`config.mk`:
```
export PLATFORM = sky130hd
export DESIGN_NAME = lsu
export DESIGN_NICKNAME = d
export VERILOG_FILES = /design/src/rtl/lsu_pkg.sv /design/src/rtl/lsu_align.sv /design/src/rtl/lsu.sv
export SDC_FILE = /design/constraint.sdc
export NUM_CORES = 1
export LEC_CHECK = 0
export ABC_AREA = 1
export CORE_AREA = 8 8 121 235
export CTS_BUF_LIST = sky130_fd_sc_hd__clkbuf_8
export DETAILED_ROUTE_END_ITERATION = 8
export DIE_AREA = 0 0 129 243
export HOLD_SLACK_MARGIN = 0.15
export PLACE_DENSITY = 0.83
export SETUP_SLACK_MARGIN = 0.2
export SYNTH_ARGS = -nofsm -noshare
export SYNTH_HDL_FRONTEND = slang
export SYNTH_SLANG_ARGS = --single-unit
```
`constraint.sdc`:
```
create_clock -name clk -period 2.2 [get_ports clk]
set_input_delay 0.66 -clock clk [delete_from_list [all_inputs] [get_ports clk]]
set_output_delay 0.66 -clock clk [all_outputs]
set_load 0.02 [all_outputs]
```
`src/rtl/lsu_pkg.sv`:
```
// Shared LSU definitions: access-size encodings, FSM states and alignment helpers.
package lsu_pkg;

    localparam logic [1:0] SZ_B = 2'b00;
    localparam logic [1:0] SZ_H = 2'b01;
    localparam logic [1:0] SZ_W = 2'b10;
    localparam logic [1:0] SZ_D = 2'b11;

    typedef enum logic [1:0] {
        IDLE = 2'b00,
        BUSY = 2'b01,
        DONE = 2'b10
    } state_t;

    // Low address bits that must be zero for a naturally aligned access.
    function automatic logic [2:0] align_bits(input logic [1:0] size);
        case (size)
            SZ_B:    align_bits = 3'b000;
            SZ_H:    align_bits = 3'b001;
            SZ_W:    align_bits = 3'b011;
            default: align_bits = 3'b111;
        endcase
    endfunction

    // Contiguous byte enables for an access of the given size, before lane shift.
    function automatic logic [7:0] size_bytes(input logic [1:0] size);
        case (size)
            SZ_B:    size_bytes = 8'h01;
            SZ_H:    size_bytes = 8'h03;
            SZ_W:    size_bytes = 8'h0F;
            default: size_bytes = 8'hFF;
        endcase
    endfunction

endpackage

```
`src/rtl/lsu_align.sv`:
```
// Combinational lane logic: misalignment detect, store mask/shift, load extract/extend.
import lsu_pkg::*;

module lsu_align (
    input  logic [1:0]  size,
    input  logic [2:0]  off,
    input  logic        we,
    input  logic        uns,
    input  logic [63:0] wdata,
    input  logic [63:0] rdata,
    output logic        misaligned,
    output logic [7:0]  wmask,
    output logic [63:0] wdata_sh,
    output logic [63:0] rdata_ext
);

    logic [63:0] sh;
    logic        sx;

    always_comb begin
        misaligned = (off & align_bits(size)) != 3'b000;
        wmask      = we ? (size_bytes(size) << off) : 8'h00;
        wdata_sh   = wdata << {off, 3'b000};
        sh         = rdata >> {off, 3'b000};
        sx         = 1'b0;
        rdata_ext  = 64'h0;
        if (!we) begin
            case (size)
                SZ_B: begin
                    sx        = ~uns & sh[7];
                    rdata_ext = {{56{sx}}, sh[7:0]};
                end
                SZ_H: begin
                    sx        = ~uns & sh[15];
                    rdata_ext = {{48{sx}}, sh[15:0]};
                end
                SZ_W: begin
                    sx        = ~uns & sh[31];
                    rdata_ext = {{32{sx}}, sh[31:0]};
                end
                default: rdata_ext = sh;
            endcase
        end
    end

endmodule

```
`src/rtl/lsu.sv`:
```
// Load/store unit: one outstanding access, aligned 64-bit memory port, bounded wait.
import lsu_pkg::*;

module lsu #(
    parameter int TIMEOUT = 255
) (
    input  logic        clk,
    input  logic        reset,
    input  logic        req_valid,
    output logic        req_ready,
    input  logic        req_we,
    input  logic [1:0]  req_size,
    input  logic        req_unsigned,
    input  logic [63:0] req_addr,
    input  logic [63:0] req_wdata,
    output logic        mem_ce,
    output logic        mem_we,
    output logic [63:0] mem_addr,
    output logic [63:0] mem_wdata,
    output logic [7:0]  mem_wmask,
    input  logic [63:0] mem_rdata,
    input  logic        mem_resp,
    output logic        resp_valid,
    input  logic        resp_ready,
    output logic [63:0] resp_data,
    output logic        resp_err
);

    localparam int CW = $clog2(TIMEOUT + 1);

    state_t        state;
    logic [CW-1:0] cnt;
    logic          r_we, r_uns;
    logic [1:0]    r_size;
    logic [2:0]    r_off;

    logic          a_we, a_uns, a_mis;
    logic [1:0]    a_size;
    logic [2:0]    a_off;
    logic [7:0]    a_wmask;
    logic [63:0]   a_wdata, a_rdata;

    // One aligner serves both phases: live request fields in IDLE, latched ones after.
    assign a_we   = (state == IDLE) ? req_we        : r_we;
    assign a_uns  = (state == IDLE) ? req_unsigned  : r_uns;
    assign a_size = (state == IDLE) ? req_size      : r_size;
    assign a_off  = (state == IDLE) ? req_addr[2:0] : r_off;

    assign req_ready = (state == IDLE);

    lsu_align u_align (
        .size       (a_size),
        .off        (a_off),
        .we         (a_we),
        .uns        (a_uns),
        .wdata      (req_wdata),
        .rdata      (mem_rdata),
        .misaligned (a_mis),
        .wmask      (a_wmask),
        .wdata_sh   (a_wdata),
        .rdata_ext  (a_rdata)
    );

    always_ff @(posedge clk) begin
        if (reset) begin
            state      <= IDLE;
            cnt        <= '0;
            r_we       <= 1'b0;
            r_uns      <= 1'b0;
            r_size     <= SZ_B;
            r_off      <= 3'b000;
            mem_ce     <= 1'b0;
            mem_we     <= 1'b0;
            mem_addr   <= 64'h0;
            mem_wdata  <= 64'h0;
            mem_wmask  <= 8'h00;
            resp_valid <= 1'b0;
            resp_err   <= 1'b0;
            resp_data  <= 64'h0;
        end else begin
            case (state)
                IDLE: if (req_valid) begin
                    r_we   <= req_we;
                    r_uns  <= req_unsigned;
                    r_size <= req_size;
                    r_off  <= req_addr[2:0];
                    if (a_mis) begin
                        state      <= DONE;
                        resp_valid <= 1'b1;
                        resp_err   <= 1'b1;
                        resp_data  <= 64'h0;
                    end else begin
                        state     <= BUSY;
                        cnt       <= '0;
                        mem_ce    <= 1'b1;
                        mem_we    <= req_we;
                        mem_addr  <= {req_addr[63:3], 3'b000};
                        mem_wdata <= a_wdata;
                        mem_wmask <= a_wmask;
                    end
                end
                BUSY: begin
                    // A response on the final allowed cycle still wins over the timeout.
                    if (mem_resp || cnt == CW'(TIMEOUT - 1)) begin
                        state      <= DONE;
                        mem_ce     <= 1'b0;
                        mem_we     <= 1'b0;
                        mem_wmask  <= 8'h00;
                        resp_valid <= 1'b1;
                        resp_err   <= ~mem_resp;
                        resp_data  <= mem_resp ? a_rdata : 64'h0;
                    end else begin
                        cnt <= cnt + 1'b1;
                    end
                end
                DONE: if (resp_ready) begin
                    state      <= IDLE;
                    resp_valid <= 1'b0;
                    resp_err   <= 1'b0;
                    resp_data  <= 64'h0;
                end
                default: state <= IDLE;
            endcase
        end
    end

endmodule
```
==> results of run 1 <==
==> cells in the mapped netlist, drive strengths merged (5+ instances only) <==
cell / count / share of area
nand2: 528 / 0.17
o21ai: 238 / 0.10
dfxtp: 218 / 0.36
nor2: 215 / 0.069
a21oi: 128 / 0.053
nand3: 122 / 0.052
inv: 111 / 0.035
buf: 96 / 0.044
clkbuf: 51 / 0.016
o211ai: 43 / 0.027
nand4: 22 / 0.013
a31oi: 15 / 0.0078
o21bai: 15 / 0.0094
o22ai: 13 / 0.0068
a211oi: 8 / 0.0050
mux2i: 8 / 0.0067
nand3b: 7 / 0.0044
nor3: 6 / 0.0025
or2: 5 / 0.0026
==> cells by family after synthesis <==
group	Yosys count	share of synthesized area
AND/OR/NAND/NOR	905	0.3115
AO/OA/AOI/OAI	468	0.2159
buffers and inverters	258	0.09509
flip-flops	218	0.3641
multiplexers	8	0.006681
XOR/XNOR	6	0.004385
adder cells (fa/ha/maj)	2	0.002087
other	1	0.0003129
==> layer usage <==
metal,overflow,GRT usage
met1,0,0.5099
met2,1,0.6579
met3,0,0.2910
met4,2,0.3663
met5,0,0.04698
==> repair_timing <==
action / 4_1_cts
endpoints found under the setup margin: 410
buffers inserted: 36
pin swaps: 46
gates resized for setup: 413
cloned: 29
==> through the flow <==
| step | hold slack (ns) | instances | setup slack (ns) |
|---|---|---|---|
| 4_1_cts | 0.4407 | 2775 | 0.01692 |
| 3_5_place_dp | 0.4538 | 2651 | -0.5340 |
| 3_3_place_gp | 0.4460 | 2651 | -0.4784 |
| 2_1_floorplan | 0.4368 | 1868 | 0.2109 |
==> out/results.txt, run 1 <==
Yosys warns: 0
Placed inst area: 17490 um2
Crit. endpoint post-GRT repair: resp_data[11]$_SDFFE_PP0P_/D
Status: did not finish
Synth unique cells: 41
Post-CTS Hold Buffers: 0
Die Span Y: 243 um
Cell Area, Synth: 11990 um2
Most used flip-flop cell after synthesis: dfxtp_1
Routability cong.: 0.9961
Clock buffer depth: 3
Hpwl dp: 37870 um
Post-Synthesis Cells: 1866
Rows: 83
Largest net degree at the start of global routing: 119
All-Layer GR Usage: 0.4767
Die W: 129 um
Clk sinks: 218
Synthesized flop and latch total: 218
Post-Syn Area per Cell: 6.424 um2
Worst EP Category: sequential cell input
Initial Utilization: 0.4711
Port bufs: 402
CTS Buf Count: 34
Post-synth EDFFs: 0
Sequential-to-total area share from yosys stat: 0.3641
Total grt overflow: 3
Root Buffer: clkbuf_8
Log Error: [ERROR GRT-0232] Routing congestion too high. Check the congestion heatmap in the GUI.
H-Tree Depth: 2
I/O pin total: 406
Stop stage: global routing (5_1_grt)
Synth async-reset ratio: 0
==> run 2, diff against run 1 <==
CORE_AREA = 8 8 195 197   (was 8 8 121 235)
CTS_BUF_LIST = not set   (was sky130_fd_sc_hd__clkbuf_8)
DIE_AREA = 0 0 203 205   (was 0 0 129 243)
HOLD_SLACK_MARGIN = not set   (was 0.15)
PLACE_DENSITY = not set   (was 0.83)
PLACE_DENSITY_LB_ADDON = 0.15   (was not set)
SETUP_SLACK_MARGIN = not set   (was 0.2)
==> out/results.txt, run 2 <==
Routability cong.: 0.9495 (-4.7%)
Full die area: 41620 um2
Final Non-Filler Cells: 2878
Max-slew headroom: 0.5790
WL/cell: 20.71 um
Die W: 203 um (+57%)
Hpwl dp: 42630 um (+13%)
Unrepaired setup endpoints after global routing: true
Net Sw Frac: 0.4630
Number of global-route vias before repair: 14051
Max Cap Viol: 0
Synth unique cells: 41 (unchanged)
Clk sinks: 218 (unchanged)
Filler Cell Count: 3428
Met1 GRT Util: 0.3277
NumNets Final: 2601
All-Layer GR Usage: 0.2605
Largest net degree at the start of global routing: 119
Status: completed
Worst Path Buf+Inv: 1
Vias per cell: 5.228
P_sw: 15.08 mW
I/O pin total: 406 (unchanged)
Synth top area cells: dfxtp_1 36%, nand2_1 16%, o21ai_0 8.9%
Final Max Slew Viols: 0
Clock group share of total power: 0.147
Die Span Y: 205 um (-16%)
Total grt overflow: 0
Commonest non-fill, non-tap cell in the layout: nand2_1
Synth top area share: 0.3641 (unchanged)
Via total after detailed routing: 15046
CP required: 1.54 ns
Initial Utilization: 0.3428 (-0.1283)
WS Path Type: reg2out
Most used flip-flop cell after synthesis: dfxtp_1
Critical path's slowest cell: clkdlybuf4s50_1
Post-synth EDFFs: 0 (unchanged)
Drt pass-1 iters: 8
CTS Buf Count: 27 (-21%)
Period minus WS final: 2.186 ns
Pwr dens: 1641 nW/um2
Cell Area, Synth: 11990 um2 (unchanged)
Reg clk slew, reported paths: 0.06 ns
Final TNS setup: 0 ns
Post-synth top area cell: dfxtp_1
Crit-path max cell delay: 0.64 ns
Antenna violations before repair: 3
Most frequent cells after synthesis: 519 x nand2_1, 218 x dfxtp_1, 212 x o21ai_0
Sequential share of power: 0.172
Yosys warns: 0 (unchanged)
Slew @ Worst Pin: 0.6316 ns
Largest registers: mem_wdata: 64 flops, resp_data: 64 flops, mem_addr: 61 flops
Synthesized flop and latch total: 218 (unchanged)
Root Buffer: clkbuf_16
Met2 Use GR: 0.4217
Remaining DRCs: 0
Worst Path Arrival: 1.53 ns
Sequential-to-total area share from yosys stat: 0.3641 (unchanged)
Post-Syn Area per Cell: 6.424 um2 (unchanged)
Synth async-reset ratio: 0 (unchanged)
# setup viols final: 0
FMAX: 0.4574 GHz
Worst Hold Class: reg2reg
Final hold vios: 0
Skew final: 0.01660 ns
First-pass GRT wire length: 85230 um
Most frequent cells in the layout: 501 x nand2_1, 243 x clkdlybuf4s50_1, 216 x dfxtp_1
Most frequent cell after synthesis: nand2_1
Post-Synthesis Cells: 1866 (unchanged)
Fin crit share: 0.9937
Met3 Use GR: 0.05677
Crit path max-delay family: buffers and inverters
Number of DRC markers in iteration 0: 1226
Rows: 69 (-17%)
Final ANT Viol Nets: 0
CP Launch Type: register
H-Tree Depth: 1 (-1)
Crit Path Max Fanout: 2
GR peak layer: met2
Worst-Skew Late Latency: 0.56 ns
Clock buffer depth: 3 (unchanged)
Area growth from synthesis to layout: 65.66%
Placed Cells: 2787 (+5.1%)
Cell internal pwr: 17.49 mW
Critical-path cell list: clkdlybuf4s50_1
Core ar.: 34960 um2
Total wire length: 59600 um
Port bufs: 402 (unchanged)
Fin Hold WS: 0.4568 ns
VDD IR max: 711.9 uV
CTS tree: yes
Fraction of layout cells with a size suffix above 1: 0.1549
Pleak: 9.556 nW
CP Capture Type: output port
Comb power frac: 0.681
run 2: what timing repair did:
item | in CTS | in global routing
pin swaps | 12 | 32
cloned | 5 | 14
hold buffers | 0 | 0
resized for setup | 158 | 139
endpoints found under the hold margin | 0 | 0
endpoints found under the setup margin | 302 | 216
setup buffers | 6 | 21
run 2: power by group through the flow:
stage / logic, mW / clock network, mW / registers [mW]
6_report: 22.2 / 4.80 / 5.60
5_1_grt: 23.8 / 5.05 / 5.73
4_1_cts: 19.6 / 4.89 / 5.60
3_5_place_dp: 19.2 / 0 / 5.68
3_3_place_gp: 19.1 / 0 / 5.66
2_1_floorplan: 9.01 / 0 / 6.83
run 2: kinds of logic (layout without fill, tap and decap cells):
group,count (synthesis),count (layout),synth area share
adders and majority gates,2,2,0.002087
xor gates and xnor gates,6,6,0.004385
muxes,8,8,0.006681
buffers and inverters,258,805,0.09509
DFF,218,218,0.3641
and+or+nand+nor,905,905,0.3115
AOI/OAI and AO/OA,468,468,0.2159
other,1,5,0.0003129
run 2: area by class of cell:
class	instances	area [um2]	share of cell area
Timing Repair Buffer	648	6709	0.3379
Multi-Input combinational cell	1392	6828	0.3439
Clock inverter	11	183.9	0.009263
Inverter	111	431.7	0.02174
Sequential cell	218	4367	0.2199
Clock buffer	35	755.7	0.03806
Antenna cell	2	5.005	0.0002520
Tap cell	461	576.8	0.02905
run 2: per-layer routing:
metal | routed length [um] | part of all wire
met1 | 24330 | 0.41
met2 | 27380 | 0.46
met3 | 5006 | 0.084
met4 | 2874 | 0.048
met5 | 8 | 0.00013
run 2: final timing paths:
kind                                    start       endpoint  slack [ns]  cells after the start
worst max register to register       state[1]   resp_data[5]        0.03                     11
worst max-delay path            resp_data[30]  resp_data[30]        0.01                      1
worst min-delay path                   mem_ce         mem_ce        0.46                      2
worst min register to register         mem_ce         mem_ce        0.46                      2
run 2: worst register-to-register path, stage by stage, from the launching register on:
cell      delay [ns]
dfxtp_2         0.34
buf_6           0.13
inv_4           0.06
nand2_8         0.10
o21ai_4         0.29
buf_12          0.20
buf_16          0.17
buf_4           0.13
o211ai_1        0.14
o211ai_1        0.15
nand3_1         0.19
a21oi_2         0.18
run 2: per-stage QoR:
stage               power [mW]  instance area [um2]  utilization  worst slack, ns
CTS                      30.11                18950       0.5419         -0.09387
finish                   32.58                19860       0.5679          0.01375
global route             34.58                19860       0.5679         -0.03431
floorplan                15.84                11990            -           0.1906
detailed placement       24.86                17860       0.5108          -0.6708
global placement         24.76                17860       0.5108          -0.6712
Power figures use the tool's default switching activity.
